**src/rtl/ifft_fmt_pkg.sv**
```systemverilog
// Shared definitions for the IFFT output formatter.
// Latency: n/a (types and constants only).
// Backpressure: n/a. Provides frame error codes, output buffer depth and FSM states.
package ifft_fmt_pkg;

  localparam logic [1:0] ERR_OK    = 2'b00;  // frame length matched
  localparam logic [1:0] ERR_SHORT = 2'b01;  // eop arrived before fftpts beats
  localparam logic [1:0] ERR_LONG  = 2'b10;  // fftpts beats seen without eop
  localparam logic [1:0] ERR_NOEOP = 2'b11;  // sop arrived inside an open frame

  localparam int FIFO_DEPTH = 3;

  typedef enum logic {
    ST_IDLE,
    ST_INFRAME
  } state_t;

endpackage

```
**src/rtl/ifft_out_formatter_if.sv**
```systemverilog
// Avalon-ST style complex sample stream with frame side-band.
// Latency: n/a (wires only).
// Backpressure: master holds a beat until valid & ready.
// Fields: valid/ready handshake, error, sop/eop, re/im samples, pts (frame length),
// shift (scaling amount), sat_cnt (saturated beats so far in the frame).
interface ifft_out_formatter_if #(
  parameter int DW      = 32,
  parameter int PTS_W   = 12,
  parameter int SHIFT_W = 5
);
  logic                    valid;
  logic                    ready;
  logic [1:0]              error;
  logic                    sop;
  logic                    eop;
  logic signed [DW-1:0]    re;
  logic signed [DW-1:0]    im;
  logic [PTS_W-1:0]        pts;
  logic [SHIFT_W-1:0]      shift;
  logic [PTS_W-1:0]        sat_cnt;

  modport master (
    output valid, error, sop, eop, re, im, pts, shift, sat_cnt,
    input  ready
  );

  modport slave (
    input  valid, error, sop, eop, re, im, pts, shift, sat_cnt,
    output ready
  );
endinterface

```
**src/rtl/ifft_round_sat.sv**
```systemverilog
// Arithmetic right shift with round-half-up, then saturation to OUT_W.
// Latency: combinational.
// Backpressure: none. Ports: x in, shift in (clamped to IN_W-1), y out, sat = value clipped.
module ifft_round_sat #(
  parameter int IN_W    = 32,
  parameter int OUT_W   = 16,
  parameter int SHIFT_W = 5
) (
  input  logic signed [IN_W-1:0]  x,
  input  logic [SHIFT_W-1:0]      shift,
  output logic signed [OUT_W-1:0] y,
  output logic                    sat
);

  localparam logic signed [IN_W:0] MAX_V = {{(IN_W-OUT_W+2){1'b0}}, {(OUT_W-1){1'b1}}};
  localparam logic signed [IN_W:0] MIN_V = {{(IN_W-OUT_W+2){1'b1}}, {(OUT_W-1){1'b0}}};

  logic [31:0]            s;
  logic [IN_W:0]          rnd;
  logic signed [IN_W:0]   sum;
  logic signed [IN_W:0]   r;

  always_comb begin
    s = (32'(shift) > 32'(IN_W-1)) ? 32'(IN_W-1) : 32'(shift);
    rnd = '0;
    if (s != 32'd0) rnd = (IN_W+1)'(1) << (s - 32'd1);
    // One extra bit so x + half-LSB cannot wrap.
    sum = $signed({x[IN_W-1], x}) + $signed(rnd);
    r   = sum >>> s;
    sat = 1'b0;
    y   = r[OUT_W-1:0];
    if (r > MAX_V) begin
      y   = MAX_V[OUT_W-1:0];
      sat = 1'b1;
    end else if (r < MIN_V) begin
      y   = MIN_V[OUT_W-1:0];
      sat = 1'b1;
    end
  end

endmodule

```
**src/rtl/ifft_out_formatter.sv**
```systemverilog
// Scales IFFT output (shift/round/saturate), checks frame length against fftpts, buffers 3 beats.
// Latency: 2 cycles from accepted sink beat to source valid (stage A register, then FIFO head).
// Backpressure: sink ready = (fifo_cnt + stage A) < 3, from registers only; full rate when source ready.
// Ports: clk, reset (async, active high), sink (slave stream, IN_W), source (master stream, OUT_W).
module ifft_out_formatter
  import ifft_fmt_pkg::*;
#(
  parameter int IN_W    = 32,
  parameter int OUT_W   = 16,
  parameter int PTS_W   = 12,
  parameter int SHIFT_W = 5
) (
  input  logic                 clk,
  input  logic                 reset,
  ifft_out_formatter_if.slave  sink,
  ifft_out_formatter_if.master source
);

  typedef struct packed {
    logic [1:0]              error;
    logic                    sop;
    logic                    eop;
    logic signed [OUT_W-1:0] re;
    logic signed [OUT_W-1:0] im;
    logic [PTS_W-1:0]        pts;
    logic [PTS_W-1:0]        sat_cnt;
  } beat_t;

  localparam logic [1:0] LAST_IDX = 2'(FIFO_DEPTH-1);

  state_t             state_q, state_d;
  logic [PTS_W-1:0]   cnt_q, cnt_d, pts_q, pts_d, sat_q, sat_d;
  logic [SHIFT_W-1:0] shift_q, shift_d, shift_eff;
  logic               run_q;

  logic               a_vld_q;
  beat_t              a_q, beat_d;
  beat_t              mem [FIFO_DEPTH];
  logic [1:0]         wr_ptr, rd_ptr, fifo_cnt;

  logic               accept, fwd, push, pop;
  logic signed [OUT_W-1:0] re_s, im_s;
  logic               re_sat, im_sat;

  // Locals of the frame process
  logic [PTS_W-1:0]   pts_eff, cnt_new, sat_base;
  logic               last;
  logic [1:0]         err;

  // run_q keeps sink ready low while reset is asserted and for no longer.
  assign sink.ready = run_q && ((3'(fifo_cnt) + 3'(a_vld_q)) < 3'(FIFO_DEPTH));
  assign accept     = sink.valid && sink.ready;
  assign push       = a_vld_q && (fifo_cnt != 2'(FIFO_DEPTH));
  assign pop        = (fifo_cnt != 2'd0) && source.ready;

  // The sop beat already uses its own shift; later beats use the latched one.
  assign shift_eff = sink.sop ? sink.shift : shift_q;

  ifft_round_sat #(.IN_W(IN_W), .OUT_W(OUT_W), .SHIFT_W(SHIFT_W)) u_rs_re (
    .x(sink.re), .shift(shift_eff), .y(re_s), .sat(re_sat)
  );
  ifft_round_sat #(.IN_W(IN_W), .OUT_W(OUT_W), .SHIFT_W(SHIFT_W)) u_rs_im (
    .x(sink.im), .shift(shift_eff), .y(im_s), .sat(im_sat)
  );

  always_comb begin
    state_d  = state_q;
    cnt_d    = cnt_q;
    pts_d    = pts_q;
    shift_d  = shift_q;
    sat_d    = sat_q;
    fwd      = 1'b0;
    beat_d   = '0;
    pts_eff  = pts_q;
    cnt_new  = cnt_q + PTS_W'(1);
    sat_base = sat_q;
    last     = 1'b0;
    err      = ERR_OK;
    // Beats outside a frame that are not sop are accepted and dropped.
    if (accept && (sink.sop || state_q == ST_INFRAME)) begin
      fwd = 1'b1;
      if (sink.sop) begin
        pts_eff  = (sink.pts == '0) ? PTS_W'(1) : sink.pts;
        cnt_new  = PTS_W'(1);
        shift_d  = sink.shift;
        sat_base = '0;
      end
      pts_d = pts_eff;
      cnt_d = cnt_new;
      last  = sink.eop || (cnt_new == pts_eff);
      if (sink.sop && state_q == ST_INFRAME)   err = ERR_NOEOP;
      else if (last && !sink.eop)              err = ERR_LONG;
      else if (sink.eop && cnt_new != pts_eff) err = ERR_SHORT;
      sat_d = (sat_base == '1) ? sat_base : sat_base + PTS_W'(re_sat | im_sat);
      state_d        = last ? ST_IDLE : ST_INFRAME;
      beat_d.error   = err | sink.error;
      beat_d.sop     = sink.sop;
      beat_d.eop     = last;
      beat_d.re      = re_s;
      beat_d.im      = im_s;
      beat_d.pts     = pts_eff;
      beat_d.sat_cnt = sat_d;
    end
  end

  always_ff @(posedge clk or posedge reset) begin
    if (reset) begin
      state_q <= ST_IDLE;
      cnt_q   <= '0;
      pts_q   <= '0;
      shift_q <= '0;
      sat_q   <= '0;
      run_q   <= 1'b0;
    end else begin
      state_q <= state_d;
      cnt_q   <= cnt_d;
      pts_q   <= pts_d;
      shift_q <= shift_d;
      sat_q   <= sat_d;
      run_q   <= 1'b1;
    end
  end

  // Stage A is always free when a beat is accepted: ready implies it drains this cycle.
  always_ff @(posedge clk or posedge reset) begin
    if (reset) begin
      a_vld_q  <= 1'b0;
      a_q      <= '0;
      wr_ptr   <= '0;
      rd_ptr   <= '0;
      fifo_cnt <= '0;
      for (int i = 0; i < FIFO_DEPTH; i++) mem[i] <= '0;
    end else begin
      a_vld_q <= fwd || (a_vld_q && !push);
      if (fwd) a_q <= beat_d;
      if (push) begin
        mem[wr_ptr] <= a_q;
        wr_ptr      <= (wr_ptr == LAST_IDX) ? 2'd0 : wr_ptr + 2'd1;
      end
      if (pop) rd_ptr <= (rd_ptr == LAST_IDX) ? 2'd0 : rd_ptr + 2'd1;
      case ({push, pop})
        2'b10:   fifo_cnt <= fifo_cnt + 2'd1;
        2'b01:   fifo_cnt <= fifo_cnt - 2'd1;
        default: fifo_cnt <= fifo_cnt;
      endcase
    end
  end

  assign source.valid   = (fifo_cnt != 2'd0);
  assign source.error   = mem[rd_ptr].error;
  assign source.sop     = mem[rd_ptr].sop;
  assign source.eop     = mem[rd_ptr].eop;
  assign source.re      = mem[rd_ptr].re;
  assign source.im      = mem[rd_ptr].im;
  assign source.pts     = mem[rd_ptr].pts;
  assign source.sat_cnt = mem[rd_ptr].sat_cnt;
  assign source.shift   = shift_q;

endmodule

```
**src/flat_wrapper.sv**
```systemverilog
// flat-port wrapper written by rule: the top's interface ports become plain ports
module ifft_out_formatter_flat import ifft_fmt_pkg::*;
#(
  parameter int IN_W    = 32,
  parameter int OUT_W   = 16,
  parameter int PTS_W   = 12,
  parameter int SHIFT_W = 5
)
  (clk, reset, sink_valid, sink_error, sink_sop, sink_eop, sink_re, sink_im, sink_pts, sink_shift, sink_sat_cnt, sink_ready, source_valid, source_error, source_sop, source_eop, source_re, source_im, source_pts, source_shift, source_sat_cnt, source_ready);
  ifft_out_formatter_if #(.DW(32), .PTS_W(PTS_W), .SHIFT_W(SHIFT_W)) sink_i ();
  ifft_out_formatter_if #(.DW(16), .PTS_W(PTS_W), .SHIFT_W(SHIFT_W)) source_i ();
  input  logic clk;
  input  logic reset;
  input wire logic [$bits(sink_i.valid)-1:0] sink_valid;
  input wire logic [$bits(sink_i.error)-1:0] sink_error;
  input wire logic [$bits(sink_i.sop)-1:0] sink_sop;
  input wire logic [$bits(sink_i.eop)-1:0] sink_eop;
  input wire logic [$bits(sink_i.re)-1:0] sink_re;
  input wire logic [$bits(sink_i.im)-1:0] sink_im;
  input wire logic [$bits(sink_i.pts)-1:0] sink_pts;
  input wire logic [$bits(sink_i.shift)-1:0] sink_shift;
  input wire logic [$bits(sink_i.sat_cnt)-1:0] sink_sat_cnt;
  output wire logic [$bits(sink_i.ready)-1:0] sink_ready;
  output wire logic [$bits(source_i.valid)-1:0] source_valid;
  output wire logic [$bits(source_i.error)-1:0] source_error;
  output wire logic [$bits(source_i.sop)-1:0] source_sop;
  output wire logic [$bits(source_i.eop)-1:0] source_eop;
  output wire logic [$bits(source_i.re)-1:0] source_re;
  output wire logic [$bits(source_i.im)-1:0] source_im;
  output wire logic [$bits(source_i.pts)-1:0] source_pts;
  output wire logic [$bits(source_i.shift)-1:0] source_shift;
  output wire logic [$bits(source_i.sat_cnt)-1:0] source_sat_cnt;
  input wire logic [$bits(source_i.ready)-1:0] source_ready;
  assign sink_i.valid = sink_valid;
  assign sink_i.error = sink_error;
  assign sink_i.sop = sink_sop;
  assign sink_i.eop = sink_eop;
  assign sink_i.re = sink_re;
  assign sink_i.im = sink_im;
  assign sink_i.pts = sink_pts;
  assign sink_i.shift = sink_shift;
  assign sink_i.sat_cnt = sink_sat_cnt;
  assign sink_ready = sink_i.ready;
  assign source_valid = source_i.valid;
  assign source_error = source_i.error;
  assign source_sop = source_i.sop;
  assign source_eop = source_i.eop;
  assign source_re = source_i.re;
  assign source_im = source_i.im;
  assign source_pts = source_i.pts;
  assign source_shift = source_i.shift;
  assign source_sat_cnt = source_i.sat_cnt;
  assign source_i.ready = source_ready;
  ifft_out_formatter #(.IN_W(IN_W), .OUT_W(OUT_W), .PTS_W(PTS_W), .SHIFT_W(SHIFT_W)) u_core (.clk(clk), .reset(reset), .sink(sink_i), .source(source_i));
endmodule
```
**config.mk**
```make
export PLATFORM = sky130hd
export DESIGN_NAME = ifft_out_formatter_flat
export DESIGN_NICKNAME = d
export VERILOG_FILES = /design/src/rtl/ifft_fmt_pkg.sv /design/src/rtl/ifft_out_formatter_if.sv /design/src/rtl/ifft_round_sat.sv /design/src/rtl/ifft_out_formatter.sv /design/src/flat_wrapper.sv
export SDC_FILE = /design/constraint.sdc
export NUM_CORES = 1
export LEC_CHECK = 0
export BUFFER_PORTS_ARGS = -buffer_cell sky130_fd_sc_hd__clkbuf_2
export CORE_UTILIZATION = 30
export CTS_CLUSTER_SIZE = 12
export DETAILED_ROUTE_END_ITERATION = 10
export HOLD_SLACK_MARGIN = 0.05
export SKIP_CTS_REPAIR_TIMING = 1
export SYNTH_ARGS = -nofsm -noshare
export SYNTH_HDL_FRONTEND = slang
export SYNTH_HIERARCHICAL = 1
export SYNTH_SLANG_ARGS = --single-unit
```
**constraint.sdc**
```tcl
create_clock -name clk -period 15.24 [get_ports clk]
set_input_delay 0.762 -clock clk [delete_from_list [all_inputs] [get_ports clk]]
set_output_delay 0.762 -clock clk [all_outputs]
set_load 0.03 [all_outputs]
```
== Word level (Yosys, flattened, before mapping) ==
Index checks and enable logic that the tools add are counted.

* Flip-flop bits (word level): 290
* Input bits: 101
* Output and inout port bits: 67

* Add/subtract/negate cells: 10
* Order comparisons: 8
* Eq/ne operators: 8
* Shifts and indexed selects: 3
* Mux-type cells: 34
* Bitwise gates (word level): 4
* Reduce and logical (&&, ||, !) cells: 19

{| class="wikitable"
|+ Operator list
! operator !! count
|-
| $mux W60 || 4
|-
| $bwmux W180 || 1
|-
| $bmux W60 S2 || 1
|-
| $demux W60 S2 || 1
|-
| $mux W12 || 8
|-
| $add A32 B33 Y33 || 2
|-
| $gt A33 B16 Y1 const B || 2
|-
| $lt A33 B16 Y1 const B || 2
|-
| $sshr A33 B5 Y33 || 2
|-
| $mux W16 || 4
|-
| $mux W33 || 1
|-
| $shl A1 B32 Y33 const A || 1
|-
| $add A12 B1 Y12 const B || 1
|-
| $add A12 B12 Y12 || 1
|-
| $eq A12 B12 Y1 || 1
|-
| $eq A12 B12 Y1 const B || 1
|-
| $logic_not A12 Y1 || 1
|-
| $ne A12 B12 Y1 || 1
|-
| $logic_and A1 B1 Y1 || 10
|-
| $mux W2 || 5
|-
| $mux W1 || 7
|-
| $add A2 B1 Y2 const B || 3
|-
| $eq A2 B2 Y1 const B || 3
|-
| $ge A3 B3 Y1 const B || 2
|-
| other kinds (16) || 21
|}

== Logic depth before layout (Yosys ltp) ==
* Depth after elaboration: 14
* Depth in mapped cells: 39

== By module ==
The synthesis kept the hierarchy.

{| class="wikitable"
|+ Modules (own cells, without submodules)
! module !! instances !! cells an instance !! area an instance (um2) !! sequential area each (um2)
|-
| ifft_out_formatter || 1 || 1145 || 13166.4 || 7257.0
|-
| ifft_round_sat at u_core.u_rs_im || 1 || 779 || 5175.0 || 0.0
|-
| ifft_round_sat at u_core.u_rs_re || 1 || 774 || 5123.7 || 0.0
|}

== Least setup slack after synthesis ==
Ideal clock, no wire load.

* Path type: in2reg
* Start: input port sink_sop
* End: register u_core.sat_q[6]
* Data arrival time: 8.924 ns
* Required time: 15.114 ns
* Path slack: 6.190 ns
* Cell stages on the path: 35
* Cell sequence: buf_2 > buf_1 > mux2_2 > inv_1 > buf_1 > buf_1 > clkbuf_1 > buf_1 > ha_1 > nor2b_1 > and3_1 > o21ai_0 > nor2_1 > ha_1 > buf_2 > a211o_1 > a21o_1 > a21oi_1 > or4b_4 > nand2_2 > xnor2_1 > o221a_1 > mux4_2 > nor4_1 > a41oi_1 > a21oi_2 > or3b_1 > or2_2 > ha_1 > ha_1 > nand3_1 > a21oi_1 > nand2_1 > nor3_1 > a221o_1

* Word-level cells in the longest chain between the ends: 12

{| class="wikitable"
|+ Ends and longest elaborated chain
! element !! RTL line !! source
|-
| from (decl) || flat_wrapper.sv:16 || <nowiki>input wire logic [$bits(sink_i.sop)-1:0] sink_sop;</nowiki>
|-
| $mux W5 (*) || ifft_out_formatter.sv:57 || <nowiki>assign shift_eff = sink.sop ? sink.shift : shift_q;</nowiki>
|-
| net u_core.shift_eff[0] || ifft_out_formatter.sv:33 || <nowiki>logic [SHIFT_W-1:0] shift_q, shift_d, shift_eff;</nowiki>
|-
| $sub A5 B1 Y6 || ifft_round_sat.sv:26 || <nowiki>if (s != 32'd0) rnd = (IN_W+1)'(1) << (s - 32'd1);</nowiki>
|-
| $shl A1 B32 Y33 || ifft_round_sat.sv:26 ||
|-
| $mux W33 || ifft_round_sat.sv:26 ||
|-
| $add A32 B33 Y33 || ifft_round_sat.sv:28 || <nowiki>sum = $signed({x[IN_W-1], x}) + $signed(rnd);</nowiki>
|-
| $sshr A33 B5 Y33 (*) || ifft_round_sat.sv:29 || <nowiki>r = sum >>> s;</nowiki>
|-
| $lt A33 B16 Y1 || ifft_round_sat.sv:35 || <nowiki>end else if (r < MIN_V) begin</nowiki>
|-
| $mux W1 || ifft_round_sat.sv:35 ||
|-
| $mux W1 (*) || ifft_round_sat.sv:32 || <nowiki>if (r > MAX_V) begin</nowiki>
|-
| net u_core.re_sat || ifft_out_formatter.sv:43 || <nowiki>logic re_sat, im_sat;</nowiki>
|-
| $or A1 B1 Y1 (*) || ifft_out_formatter.sv:94 || <nowiki>sat_d = (sat_base == '1) ? sat_base : sat_base + PTS_W'(re_sat | im_sat);</nowiki>
|-
| $add A12 B12 Y12 (*) || ifft_out_formatter.sv:94 ||
|-
| $mux W12 (*) || ifft_out_formatter.sv:94 ||
|-
| to (signal assigned) || ifft_out_formatter.sv:119 || <nowiki>sat_q <= sat_d;</nowiki>
|-
| to (decl) || ifft_out_formatter.sv:32 || <nowiki>logic [PTS_W-1:0] cnt_q, cnt_d, pts_q, pts_d, sat_q, sat_d;</nowiki>
|}

The timed path passes the listed nets; every way through them passes the cells marked *. The select of a mux whose other input is x is not followed.
A chain may end at the register's enable or synchronous reset.

== Worst setup path in the final report ==
* Start: input port sink_sop
* End: register u_core.sat_q[6]

* Word-level cells in the longest chain between the ends: 12

{| class="wikitable"
|+ Ends and longest elaborated chain
! element !! RTL line
|-
| $mux W5 (*) || ifft_out_formatter.sv:57
|-
| net u_core.shift_eff[1] || ifft_out_formatter.sv:33
|-
| $sub A5 B1 Y6 || ifft_round_sat.sv:26
|-
| $shl A1 B32 Y33 || ifft_round_sat.sv:26
|-
| $mux W33 || ifft_round_sat.sv:26
|-
| $add A32 B33 Y33 || ifft_round_sat.sv:28
|-
| $sshr A33 B5 Y33 (*) || ifft_round_sat.sv:29
|-
| $lt A33 B16 Y1 || ifft_round_sat.sv:35
|-
| $mux W1 || ifft_round_sat.sv:35
|-
| $mux W1 (*) || ifft_round_sat.sv:32
|-
| net u_core.im_sat || ifft_out_formatter.sv:43
|-
| $or A1 B1 Y1 (*) || ifft_out_formatter.sv:94
|-
| $add A12 B12 Y12 (*) || ifft_out_formatter.sv:94
|-
| $mux W12 (*) || ifft_out_formatter.sv:94
|}

Marks and branches as above.

==> impl_results.md <==
- Placed cell count: 3,740
- Synth cell count leaders: 388 x nand2_1, 290 x dfrtp_1, 218 x mux2_2, 218 x nor2_1, 205 x o21ai_0
- Post-Layout Cell Count: 3,794
- Setup WS pre-CTS: 4780 ps
- # setup viols final: 0
- Residual DRC: 0
- Max Slew Vio Count: 0
- Clock slew at reported path FFs: 60 ps
- Core region area: 77,500 µm²
- Met2 usage: 0.290
- Period utilization: 0.660
- VDD IR-drop max: 0.0000726 V
- # rows: 102
- Pin count of the biggest net entering global routing: 93
- Final WL: 71,200 µm
- EDFF count, synth: 0
- Final Hold Viols: 0
- Final setup margin: 5190 ps
- Hold Crit Class: in2async
- Die X: 282 µm
- Int Pwr: 2.44 mW
- Post-synthesis net count: 2,873
- Fraction of layout cells with a size suffix above 1: 0.202
- IO Port Bufs: 155
- Highest Clock Rate: 0.0995 GHz
- Critical path type: in2reg
- GR peak layer: met2
- Power Dens Cells: 176 nW/µm²
- Gate count after technology mapping: 2,698
- Die span in y: 282 µm
- Max capacitance violation total: 0
- Most frequent cell after synthesis: nand2_1
- M1 GR Usage: 0.247
- Yosys reg bits: 290
- Vias per cell: 5.51
- Crit. End Element: register
- Clk_skew: 11.5 ps
- CTS Root Cell: clkbuf_16
- Fill cells: 8,155
- CP max stage cell: o21ai_0
- Post-route minimum period: 10,050 ps
- Mean Syn Cell Area: 8.70 µm²
- Synthesis Warnings: 6
- GRT Total Usage: 0.176
- # diodes: 0
- Sw frac: 0.465
- Outcome: complete, no violations
- RSZ-0062 raised after global routing: no
- Largest cells by area after synthesis: dfrtp_1 31%, mux2_2 10%, mux2i_1 6.3%, nand2_1 6.2%, o21ai_0 4.4%
- Worst Max-Slew Pin Slew: 1080 ps
- Antenna violations before repair: 0
- Avg WL per Cell: 18.8 µm
- Met3 global-route usage: 0.0251
- Relative slew slack: 0.283
- Slowest stage delay, CP: 810 ps
- H-tree levels: 1
- Clk buf depth: 3
- Hold slack: 245 ps
- Sequential share of the synthesized area: 0.309
- Synth top area share: 0.309
- CTS tree: yes
- Starting density of the core: 0.303
- Switch Pwr: 2.12 mW
- Nets@finish: 2,908
- Clk network pwr share: 0.159
- DIE AREA: 79,300 µm²
- Setup_tns: 0 ps
- Setup crit start kind: primary input
- Data required time of the worst path: 15,690 ps
- Initial drt markers: 1,827
- Reg2reg path depth: 30
- Post-Syn Area: 23,500 µm²
- Number of global-route vias before repair: 19,839
- Largest fanout on the critical path: 36
- Area leader, netlist: dfrtp_1
- Seq pwr share: 0.284
- Routed via count: 20,904
- Register area: 7260 µm²
- Asr flop ratio synth: 1.00
- DRT antenna net count: 0
- Layout area overhead: 10.7%
- Grt ovf: 0
- Combinational Power Share: 0.557
- Multi-input logic area: 15,300 µm²
- I/O pin cnt: 168
- DP HPWL: 51,100 µm
- CP Data Arrival Time: 10,500 ps
- Final GP Congestion: 0.943
- TritonCTS buffer count: 31
- Synth cell types: 112
- Total iterations of the first detailed-routing run: 6
- Clock latency on the worst-skew pair: 570 ps
- First-pass GRT wire length: 113,000 µm
- CP dominant cell by count: ha_1
- Top FF cell, synth: dfrtp_1
- CTS sink cnt: 290
- Leakage: 11.2 nW
## power by group through the flow
stage / clock network [mW] / logic, mW / registers, mW
2_1_floorplan: 0 / 1.90 / 1.22
3_3_place_gp: 0 / 2.50 / 1.30
3_5_place_dp: 0 / 2.52 / 1.31
4_1_cts: 0.749 / 2.53 / 1.30
5_1_grt: 0.778 / 2.77 / 1.34
6_report: 0.725 / 2.54 / 1.30
## critical path: cells and delay by family
family	cells	cell delay, ps
AND/OR/NAND/NOR	10	2120
AO/OA/AOI/OAI	9	3410
adder cells (fa/ha/maj)	4	1340
multiplexers	3	1410
buffers and inverters	6	1360
## area by class of cell
| class | count | share of cell area |
|---|---|---|
| Tap cell | 1040 | 0.0501 |
| Sequential cell | 290 | 0.279 |
| Multi-Input combinational cell | 2186 | 0.588 |
| Inverter | 40 | 0.00607 |
| Clock inverter | 6 | 0.00193 |
| Timing Repair Buffer | 184 | 0.0382 |
| Clock buffer | 48 | 0.0362 |
## final timing paths
path	startpoint	endpoint	slack [ps]
max	sink_sop	u_core/sat_q[6]$_DFFE_PP0P_	5190
min	reset	u_core/a_q[22]$_DFFE_PP0P_	240
max reg2reg	u_core/source.shift[1]$_DFFE_PP0P_	u_core/sat_q[6]$_DFFE_PP0P_	5420
min reg2reg	u_core/mem[112]$_DFFE_PP0P_	u_core/mem[112]$_DFFE_PP0P_	500
max in group asynchronous	reset	u_core/rd_ptr[0]$_DFFE_PP0P_	12710
min in group clk	sink_eop	u_core/a_q[59]$_DFFE_PP0P_	410
## cell families after synthesis
logic type	count (synthesis)	share of synthesized area
other	1	0.000160
and+or+nand+nor	937	0.185
AOI/OAI and AO/OA	705	0.203
muxes	391	0.193
buffers and inverters	222	0.0411
DFF	290	0.309
xor gates and xnor gates	78	0.0291
adders and majority gates	74	0.0401
## cell usage in the layout (no fill, tap or decap), drive strengths merged, types with 9 or more instances in the layout
master,count
a2111oi,11
a211o,10
a211oi,50
a21o,26
a21oi,149
a221oi,11
a22oi,9
a31oi,13
and2,16
and3,21
and4,15
buf,29
clkbuf,203
clkinv,9
dfrtp,290
ha,72
inv,35
mux2,218
mux2i,147
mux4,26
nand2,390
nand2b,14
nand3,50
nand4,40
nor2,219
nor2b,21
nor3,71
nor4,19
o2111ai,9
o211ai,28
o21a,25
o21ai,225
o221ai,12
o22ai,9
o31ai,16
or2,18
or3,14
xnor2,48
xor2,30
## registers in the layout, summed over array words and instances, names as in the netlist, 5 cells and up
name	flops
u_core/source.shift	5
u_core/cnt_q	12
u_core/a_q	60
u_core/pts_q	12
u_core/sat_q	12
u_core/mem	180
## through the flow
stage          power, mW   util  cell area, µm²
6_report            4.57  0.335           26000
2_1_floorplan       3.12      -           23500
3_3_place_gp        3.81  0.323           25000
4_1_cts             4.58  0.335           26000
5_1_grt             4.89  0.335           26000
3_5_place_dp        3.83  0.323           25000
## per-layer routing
| layer | vias to the layer above | share of wire |
|---|---|---|
| li1 | 10059 | - |
| met1 | 10148 | 0.47 |
| met2 | 612 | 0.46 |
| met3 | 85 | 0.060 |
| met4 | 0 | 0.015 |
| met5 | - | 0 |
No activity file was read; power rests on OpenSTA's default activity.
